`src/rtl/gpu_warp_pkg.sv`:
```
// Shared warp-level definitions for the mask path: sizes, sequencer state
// encoding and the popcount used by both the mask stage and the sequencer.
package gpu_warp_pkg;

   localparam int WARP_SIZE     = 32;
   localparam int LANE_ID_WIDTH = 5;
   localparam int CNT_WIDTH     = 6;

   typedef enum logic {
      IDLE  = 1'b0,
      ISSUE = 1'b1
   } seqState_e;

   // CNT_WIDTH holds WARP_SIZE itself, so an all-ones mask counts without wrap
   function automatic logic [CNT_WIDTH-1:0] popcount(input logic [WARP_SIZE-1:0] mask);
      logic [CNT_WIDTH-1:0] cnt;
      cnt = '0;
      for (int i = 0; i < WARP_SIZE; i++) begin
         cnt = cnt + CNT_WIDTH'(mask[i]);
      end
      return cnt;
   endfunction

endpackage

```
`src/rtl/lane_prio_enc.sv`:
```
// Combinational find-first-set: index of the lowest set bit plus a nonzero flag.
module lane_prio_enc #(
   parameter int WIDTH     = 32,
   parameter int IDX_WIDTH = 5
) (
   input  logic [WIDTH-1:0]     vec_i,
   output logic [IDX_WIDTH-1:0] idx_o,
   output logic                 nonzero_o
);

   // Scanning from the top down lets the lowest set bit win
   always_comb begin
      idx_o     = '0;
      nonzero_o = |vec_i;
      for (int i = WIDTH - 1; i >= 0; i--) begin
         if (vec_i[i]) begin
            idx_o = IDX_WIDTH'(i);
         end
      end
   end

endmodule

```
`src/rtl/warp_lane_sequencer.sv`:
```
// Serializes an accepted warp active mask into one lane index per cycle,
// lowest lane first, with a zero-bubble hand-over to the next mask.
module warp_lane_sequencer
   import gpu_warp_pkg::*;
(
   input  logic                     clk,
   input  logic                     rst,
   input  logic                     mask_valid,
   output logic                     mask_ready,
   input  logic [WARP_SIZE-1:0]     mask_in,
   output logic                     lane_valid,
   input  logic                     lane_ready,
   output logic [LANE_ID_WIDTH-1:0] lane_id,
   output logic                     lane_last,
   output logic [CNT_WIDTH-1:0]     remaining,
   output logic                     busy
);

   seqState_e              state_q, state_d;
   logic [WARP_SIZE-1:0]   remMask_q, remMask_d;
   logic [CNT_WIDTH-1:0]   remCnt_q, remCnt_d;
   logic [LANE_ID_WIDTH-1:0] firstLane;
   logic                   anyLeft;
   logic                   laneHandshake;
   logic                   maskAccept;

   lane_prio_enc #(
      .WIDTH     (WARP_SIZE),
      .IDX_WIDTH (LANE_ID_WIDTH)
   ) u_prioEnc (
      .vec_i     (remMask_q),
      .idx_o     (firstLane),
      .nonzero_o (anyLeft)
   );

   // Lane-side outputs come only from registers; only mask_ready looks at lane_ready
   always_comb begin
      lane_valid    = (state_q == ISSUE) && anyLeft;
      lane_id       = lane_valid ? firstLane : '0;
      lane_last     = lane_valid && (remCnt_q == CNT_WIDTH'(1));
      remaining     = lane_valid ? remCnt_q : '0;
      busy          = (state_q == ISSUE);
      laneHandshake = lane_valid && lane_ready;
      mask_ready    = (state_q == IDLE) || (laneHandshake && lane_last);
      maskAccept    = mask_valid && mask_ready;
   end

   // A new mask can only land when the current one is empty, so loading it
   // simply overrides the retire of the final lane
   always_comb begin
      state_d   = state_q;
      remMask_d = remMask_q;
      remCnt_d  = remCnt_q;
      if (laneHandshake) begin
         remMask_d = remMask_q & ~(WARP_SIZE'(1) << lane_id);
         remCnt_d  = remCnt_q - CNT_WIDTH'(1);
         if (lane_last) begin
            state_d = IDLE;
         end
      end
      if (maskAccept) begin
         if (mask_in != '0) begin
            state_d   = ISSUE;
            remMask_d = mask_in;
            remCnt_d  = popcount(mask_in);
         end else begin
            state_d   = IDLE;
            remMask_d = '0;
            remCnt_d  = '0;
         end
      end
   end

   always_ff @(posedge clk) begin
      if (rst) begin
         state_q   <= IDLE;
         remMask_q <= '0;
         remCnt_q  <= '0;
      end else begin
         state_q   <= state_d;
         remMask_q <= remMask_d;
         remCnt_q  <= remCnt_d;
      end
   end

endmodule

```
`config.mk`:
```
export PLATFORM = sky130hd
export DESIGN_NAME = warp_lane_sequencer
export DESIGN_NICKNAME = d
export VERILOG_FILES = /design/src/rtl/gpu_warp_pkg.sv /design/src/rtl/lane_prio_enc.sv /design/src/rtl/warp_lane_sequencer.sv
export SDC_FILE = /design/constraint.sdc
export NUM_CORES = 1
export LEC_CHECK = 0
export ABC_AREA = 1
export CELL_PAD_IN_SITES_DETAIL_PLACEMENT = 1
export CELL_PAD_IN_SITES_GLOBAL_PLACEMENT = 2
export CORE_ASPECT_RATIO = 1.2
export CORE_UTILIZATION = 25
export CTS_BUF_LIST = sky130_fd_sc_hd__clkbuf_16
export CTS_CLUSTER_DIAMETER = 150
export DETAILED_ROUTE_END_ITERATION = 12
export PLACE_DENSITY = 0.71
export SYNTH_ARGS = -nofsm -noshare
export SYNTH_HDL_FRONTEND = slang
export SYNTH_SLANG_ARGS = --single-unit
```
`constraint.sdc`:
```
create_clock -name clk -period 7.3 [get_ports clk]
set_clock_uncertainty 0.2 [all_clocks]
set_input_delay 0.73 -clock clk [delete_from_list [all_inputs] [get_ports clk]]
set_output_delay 0.73 -clock clk [all_outputs]
set_load 0.02 [all_outputs]
```
==> results of run 1 <==
==> cells in the final DEF, fill, tap and decap left out, types with 15 or more instances in the layout <==
cell / n
a21oi_1: 34
nand2_1: 97
nand3_1: 31
o21ai_0: 47
dfxtp_1: 39
nor2_1: 46
fa_1: 24
nand4_1: 16
clkdlybuf4s50_1: 50
inv_1: 127
o21bai_1: 15
==> stage by stage <==
stage / power (mW) / hold slack [ps]
after CTS: 1.30 / 349
after detailed placement: 1.08 / 322
after global placement: 1.06 / 314
after global routing: 1.41 / 371
final: 1.28 / 348
after floorplan: 0.847 / 270
==> how the worst max path moves through the flow <==
| stage | cells past startpoint | start | to | slack, ps |
|---|---|---|---|---|
| 2_1_floorplan | 17 | mask_in[17] | remCnt_q[4] | 2020 |
| 3_3_place_gp | 18 | mask_in[17] | remCnt_q[4] | 1320 |
| 3_5_place_dp | 18 | mask_in[17] | remCnt_q[4] | 1310 |
| 4_1_cts | 18 | mask_in[17] | remCnt_q[4] | 1600 |
| 5_1_grt | 18 | mask_in[17] | remCnt_q[4] | 1440 |
| 6_report | 18 | mask_in[17] | remCnt_q[4] | 1640 |
==> sequential cells by signal, indices dropped and copies added (netlist names) <==
name and flops:
busy 1, remMask_q 32, remCnt_q 6
==> cell families after synthesis <==
| logic type | after synthesis | share of synthesized area |
|---|---|---|
| buffers and inverters | 152 | 0.160 |
| flip-flops | 39 | 0.212 |
| XOR/XNOR | 6 | 0.0142 |
| adder cells (fa/ha/maj) | 34 | 0.164 |
| AND/OR/NAND/NOR | 207 | 0.254 |
| AO/OA/AOI/OAI | 124 | 0.196 |
==> metal layers <==
metal,share of wire,GRT usage
met1,0.48,0.229
met2,0.50,0.302
met3,0.016,0.0180
met4,0.0096,0.0373
met5,0,0
==> power by group through the flow <==
stage | sequential (mW) | clock [mW] | combinational [mW]
6_report | 0.270 | 0.220 | 0.786
5_1_grt | 0.274 | 0.231 | 0.902
4_1_cts | 0.270 | 0.221 | 0.806
3_5_place_dp | 0.274 | 0 | 0.803
3_3_place_gp | 0.273 | 0 | 0.788
2_1_floorplan | 0.267 | 0 | 0.580
==> area by class of cell <==
| cell class | count | share of cell area |
|---|---|---|
| multi-input cells | 371 | 0.520 |
| inverters | 131 | 0.111 |
| clock inverters | 3 | 0.00281 |
| flip-flops and latches | 39 | 0.175 |
| repair buffers | 51 | 0.114 |
| clock buffers | 5 | 0.0281 |
| well taps | 175 | 0.0491 |
==> critical path, delay by kind of cell <==
family	cells	cell delay [ps]
xor gates and xnor gates	1	140
AOI/OAI and AO/OA	3	490
and+or+nand+nor	1	60
adders and majority gates	8	3600
buffers and inverters	5	650
==> results_dict.tcl, run 1 <==
set metrics [dict create \
    status "finished clean" \
    setup_ws_ps 1640 \
    synth_flop_cell "dfxtp_1" \
    yosys_warnings 0 \
    leakage_nw 2.05 \
    max-cap-violations 0 \
    place_inst 767 \
    root_buffer "clkbuf_16" \
    drt-initial-drc-count 147 \
    regArea_um2 781 \
    clk_latency_ps 290 \
    numPortBuffers 50 \
    crit_slowest_cell "fa_1" \
    avgSynthCellArea_um2 6.57 \
    routed_wl_um 12700 \
    synth.distinct_cells 34 \
    vias_per_cell 4.71 \
    clock-sinks 39 \
    min_path_cells 2 \
    r2r_start "remMask_q[12]" \
    htreeDepth 2 \
    cp_common_cell "fa_1" \
    crit_path_start_kind "input pin" \
    grt_pass1_vias 3758 \
    period_needed_ps 5660 \
    ctsResizeCount 0 \
    overflow 0 \
    ff2ff_setup_slack_ps 3050 \
    numCtsBuffers 5 \
    r2r-end "remMask_q[18]" \
    hpwl_um 10100 \
    worstPathArrival_ps 5660 \
    crit_chain "clkdlybuf4s50_1 > fa_1 > inv_1 > fa_1 > inv_1 > fa_1 > inv_1 > fa_1 > fa_1 > fa_1 > inv_1 > ha_1 > fa_1 > a21oi_1 > o21ai_0 > xor2_1 > nand2_1 > a221oi_1" \
    hold_violations 0 \
    p_int_mw 0.688 \
    stdcell_area_um2 4460 \
    fillers 1823 \
    antenna_found_initial 0 \
    core-area_um2 14400 \
    fin_cells 775 \
    wire_per_inst_um 16.3 \
    worstMarginPinSlew_ps 1100 \
    reg2reg_depth 17 \
    grt_max_degree 69 \
    chipWidth_um 113 \
    post-place-ws_ps 1310 \
    synth_area_leaders "dfxtp_1, fa_1, inv_1" \
    synth_most_common_cell "inv_1" \
    final-max-slew-violation-count 0 \
    synthToLayoutAreaGrowth_pct 20.8 \
    place.gp.congestion 0.794 \
    rsz0062_at_grt "no" \
    ys_ff_latch 39 \
    multi_input_area_um2 2320 \
    worstPathRequired_ps 7300 \
    grt.total_usage 0.173 \
    clock_path_buffers 2 \
    synth_enable_flop_cells 0 \
    layout-drive-gt1-share 0.0533 \
    worstPathMaxFanout 2 \
    hold_class "reg -> reg" \
    die_area_um2 15300 \
    clkPwrFrac 0.172 \
    relSlewSlack 0.269 \
    power_per_cell_area_nw_per_um2 286 \
    final_nets 669 \
    cts_hold_buf 0 \
    netlist.top_cell.by_area "dfxtp_1" \
    pin_count 51 \
    placed_cell_area_um2 4320 \
    antenna_cells 0 \
    num_vias 3653 \
    cts_tree "done" \
    synth_nets 632 \
    die_h_um 135 \
    setup_tns_ps 0 \
    synth_common_cells "inv_1, nand2_1, o21ai_0" \
    drc 0 \
    fin_util 0.309 \
    share_comb_of_total_power 0.616 \
    finalSetupViolations 0 \
    hold_end "remMask_q[11]" \
    worst-setup-path-type "in -> reg" \
    clk_pin_slew_ps 60 \
    ys_seq_area_frac 0.212 \
    initial_utilization 0.256 \
    slowest_delay_ps 550 \
    drtPass1Iterations 4 \
    hp-start "remMask_q[11]" \
    fmax_mhz 177 \
    seq_power_share 0.212 \
    post_synth_inst_count 562 \
    swShare 0.461 \
    synth_top_area_share 0.212 \
    endpoint_kind "flip-flop" \
    async_flop_share 0 \
    peakVddDrop_mv 0.239 \
    post_cts_buffers 0 \
    num_rows 48 \
    ant_nets 0 \
    fin_crit_sh 0.775 \
    power_switching_mw 0.588 \
    synth_area_um2 3690 \
    grt_pass1_wl_um 20000 \
]
Power figures use the tool's default switching activity.
==> inputs of run 2 (changes only) <==
--- a/config.mk
+++ b/config.mk
@@ -13,7 +13,7 @@
 export CTS_BUF_LIST = sky130_fd_sc_hd__clkbuf_16
 export CTS_CLUSTER_DIAMETER = 150
 export DETAILED_ROUTE_END_ITERATION = 12
-export PLACE_DENSITY = 0.71
+export PLACE_DENSITY = 0.73
 export SYNTH_ARGS = -nofsm -noshare
 export SYNTH_HDL_FRONTEND = slang
 export SYNTH_SLANG_ARGS = --single-unit
==> constraint.sdc (replaced) <==
create_clock -name clk -period 4.8 [get_ports clk]
set_clock_uncertainty 0.2 [all_clocks]
set_input_delay 0.48 -clock clk [delete_from_list [all_inputs] [get_ports clk]]
set_output_delay 0.48 -clock clk [all_outputs]
set_load 0.02 [all_outputs]
==> results_dict.tcl, run 2 (synthesized netlist as in run 1, its figures left out) <==
set metrics [dict create \
    status "finished with violations" \
    violations "setup timing" \
    rsz0062_at_grt "yes" \
    regArea_um2 781 \
    leakage_nw 2.17 \
    setup_ws_ps -235 \
    relSlewSlack 0.274 \
    worst-setup-path-type "in -> reg" \
    p_int_mw 1.39 \
    drt-initial-drc-count 97 \
    power_per_cell_area_nw_per_um2 532 \
    peakVddDrop_mv 0.715 \
    overflow 0 \
    ant_nets 0 \
    final-max-slew-violation-count 0 \
    pin_count 51 \
    chipWidth_um 113 \
    fin_util 0.326 \
    antenna_cells 0 \
    layout-drive-gt1-share 0.141 \
    clk_pin_slew_ps 60 \
    seq_power_share 0.165 \
    wire_per_inst_um 16.9 \
    cts_tree "done" \
    grtUsageMet2 0.359 \
    clk_latency_ps 290 \
    hpwl_um 10900 \
    met3_usage 0.0224 \
    max-cap-violations 0 \
    endpoint_kind "flip-flop" \
    swShare 0.442 \
    worstPathMaxFanout 2 \
    core-area_um2 14400 \
    multi_input_area_um2 2400 \
    grt_pass1_vias 3994 \
    min_path_cells 2 \
    r2r_start "remMask_q[8]" \
    power_switching_mw 1.10 \
    initial_utilization 0.256 \
    crit_path_start_kind "input pin" \
    reg2reg_depth 18 \
    final_common_cell "inv_1" \
    worstPathRequired_ps 4800 \
    stdcell_area_um2 4690 \
    die_area_um2 15300 \
    p_total_mw 2.50 \
    largest_reg_flops 32 \
    worstPathArrival_ps 5030 \
    r2r-end "remMask_q[15]" \
    final_nets 692 \
    num_vias 3816 \
    num_rows 48 \
    ff2ff_setup_slack_ps 950 \
    hold_end "remMask_q[0]" \
    gr-usage-met1 0.214 \
    fin_crit_sh 1.05 \
    fin_cells 798 \
    root_buffer "clkbuf_16" \
    hold_class "reg -> reg" \
    placed_cell_area_um2 4470 \
    place.gp.congestion 0.863 \
    largest-register "remMask_q" \
    busiest_layer "met2" \
    htreeDepth 2 \
    place_inst 785 \
    period_needed_ps 5030 \
    fillers 1845 \
    final_cell_mix "inv_1, nand2_1, nor2_1, o21ai_0, dfxtp_1" \
    fmax_mhz 199 \
    hp-start "remMask_q[0]" \
    worstMarginPinSlew_ps 1090 \
    hold_violations 0 \
    antenna_found_initial 0 \
    synthToLayoutAreaGrowth_pct 27.1 \
    post-place-ws_ps -1040 \
    share_comb_of_total_power 0.702 \
    grt.total_usage 0.185 \
    grt_pass1_wl_um 21300 \
    clock-sinks 39 \
    vias_per_cell 4.78 \
    drc 0 \
    clock_path_buffers 2 \
    drtPass1Iterations 4 \
    numCtsBuffers 5 \
    clkPwrFrac 0.134 \
    die_h_um 135 \
    finalSetupViolations 4 \
    grt_max_degree 46 \
    routed_wl_um 13500 \
    numPortBuffers 50 \
]
[run 2: cell types whose count changed in the layout (fill, tap and decap cells not counted), moves of 3 or more]
cell | before | now
inv_1 | 127 | 118
clkbuf_2 | 0 | 5
buf_4 | 1 | 22
buf_2 | 0 | 3
nand2_2 | 5 | 8
clkdlybuf4s15_1 | 0 | 3
clkdlybuf4s50_1 | 50 | 35
inv_2 | 4 | 12
buf_6 | 0 | 5
nand2_1 | 97 | 94
[run 2: what timing repair did]
item | in CTS | in global routing
pin swaps | 23 | 19
setup endpoints to repair | 6 | 5
gates resized for setup | 50 | 22
hold buffers | 0 | 0
buffers inserted | 4 | 1
[run 2: per-stage QoR]
stage / setup TNS (ps) / hold slack, ps
2_1_floorplan: -141 / 270
3_3_place_gp: -3740 / 307
3_5_place_dp: -4410 / 315
4_1_cts: -975 / 325
5_1_grt: -1140 / 356
6_report: -519 / 324
[run 2: final cells by class]
cell class | count | share of cell area
Clock buffer | 5 | 0.0267
Tap cell | 175 | 0.0467
Clock inverter | 3 | 0.00347
Timing Repair Buffer | 74 | 0.139
Inverter | 131 | 0.106
Sequential cell | 39 | 0.166
Multi-Input combinational cell | 371 | 0.512
[run 2: how the worst max path moves through the flow]
stage                     slack, ps          end   startpoint  cells past startpoint
final                          -230  remCnt_q[4]  mask_in[21]                     18
after global routing           -380  remCnt_q[4]  mask_in[21]                     18
after CTS                      -380  remCnt_q[4]  mask_in[23]                     18
after detailed placement      -1040  remCnt_q[4]  mask_in[17]                     18
after global placement         -840  remCnt_q[4]  mask_in[23]                     18
after floorplan                -140  remCnt_q[4]  mask_in[17]                     17
[run 2: power by group through the flow]
stage | sequential, mW | combinational, mW | clock, mW
5_1_grt | 0.417 | 1.93 | 0.356
3_5_place_dp | 0.417 | 1.37 | 0
4_1_cts | 0.410 | 1.55 | 0.344
2_1_floorplan | 0.407 | 0.919 | 0
3_3_place_gp | 0.415 | 1.33 | 0
6_report | 0.411 | 1.75 | 0.334
[run 2: layer usage]
metal	routed length, µm	part of all wire
met2	7150	0.53
met1	5740	0.43
met3	398	0.029
met5	0	0
met4	219	0.016
[run 2: critical path, cell delays in order]
cell and delay, ps:
buf_6 100, fa_1 540, inv_1 50, fa_1 480, inv_1 50, fa_1 530
inv_1 70, fa_1 520, fa_1 450, fa_1 520, inv_2 50, ha_4 160
fa_2 370, a21oi_2 140, o21ai_2 70, xor2_1 130, nand2_1 80, a221oi_2 240
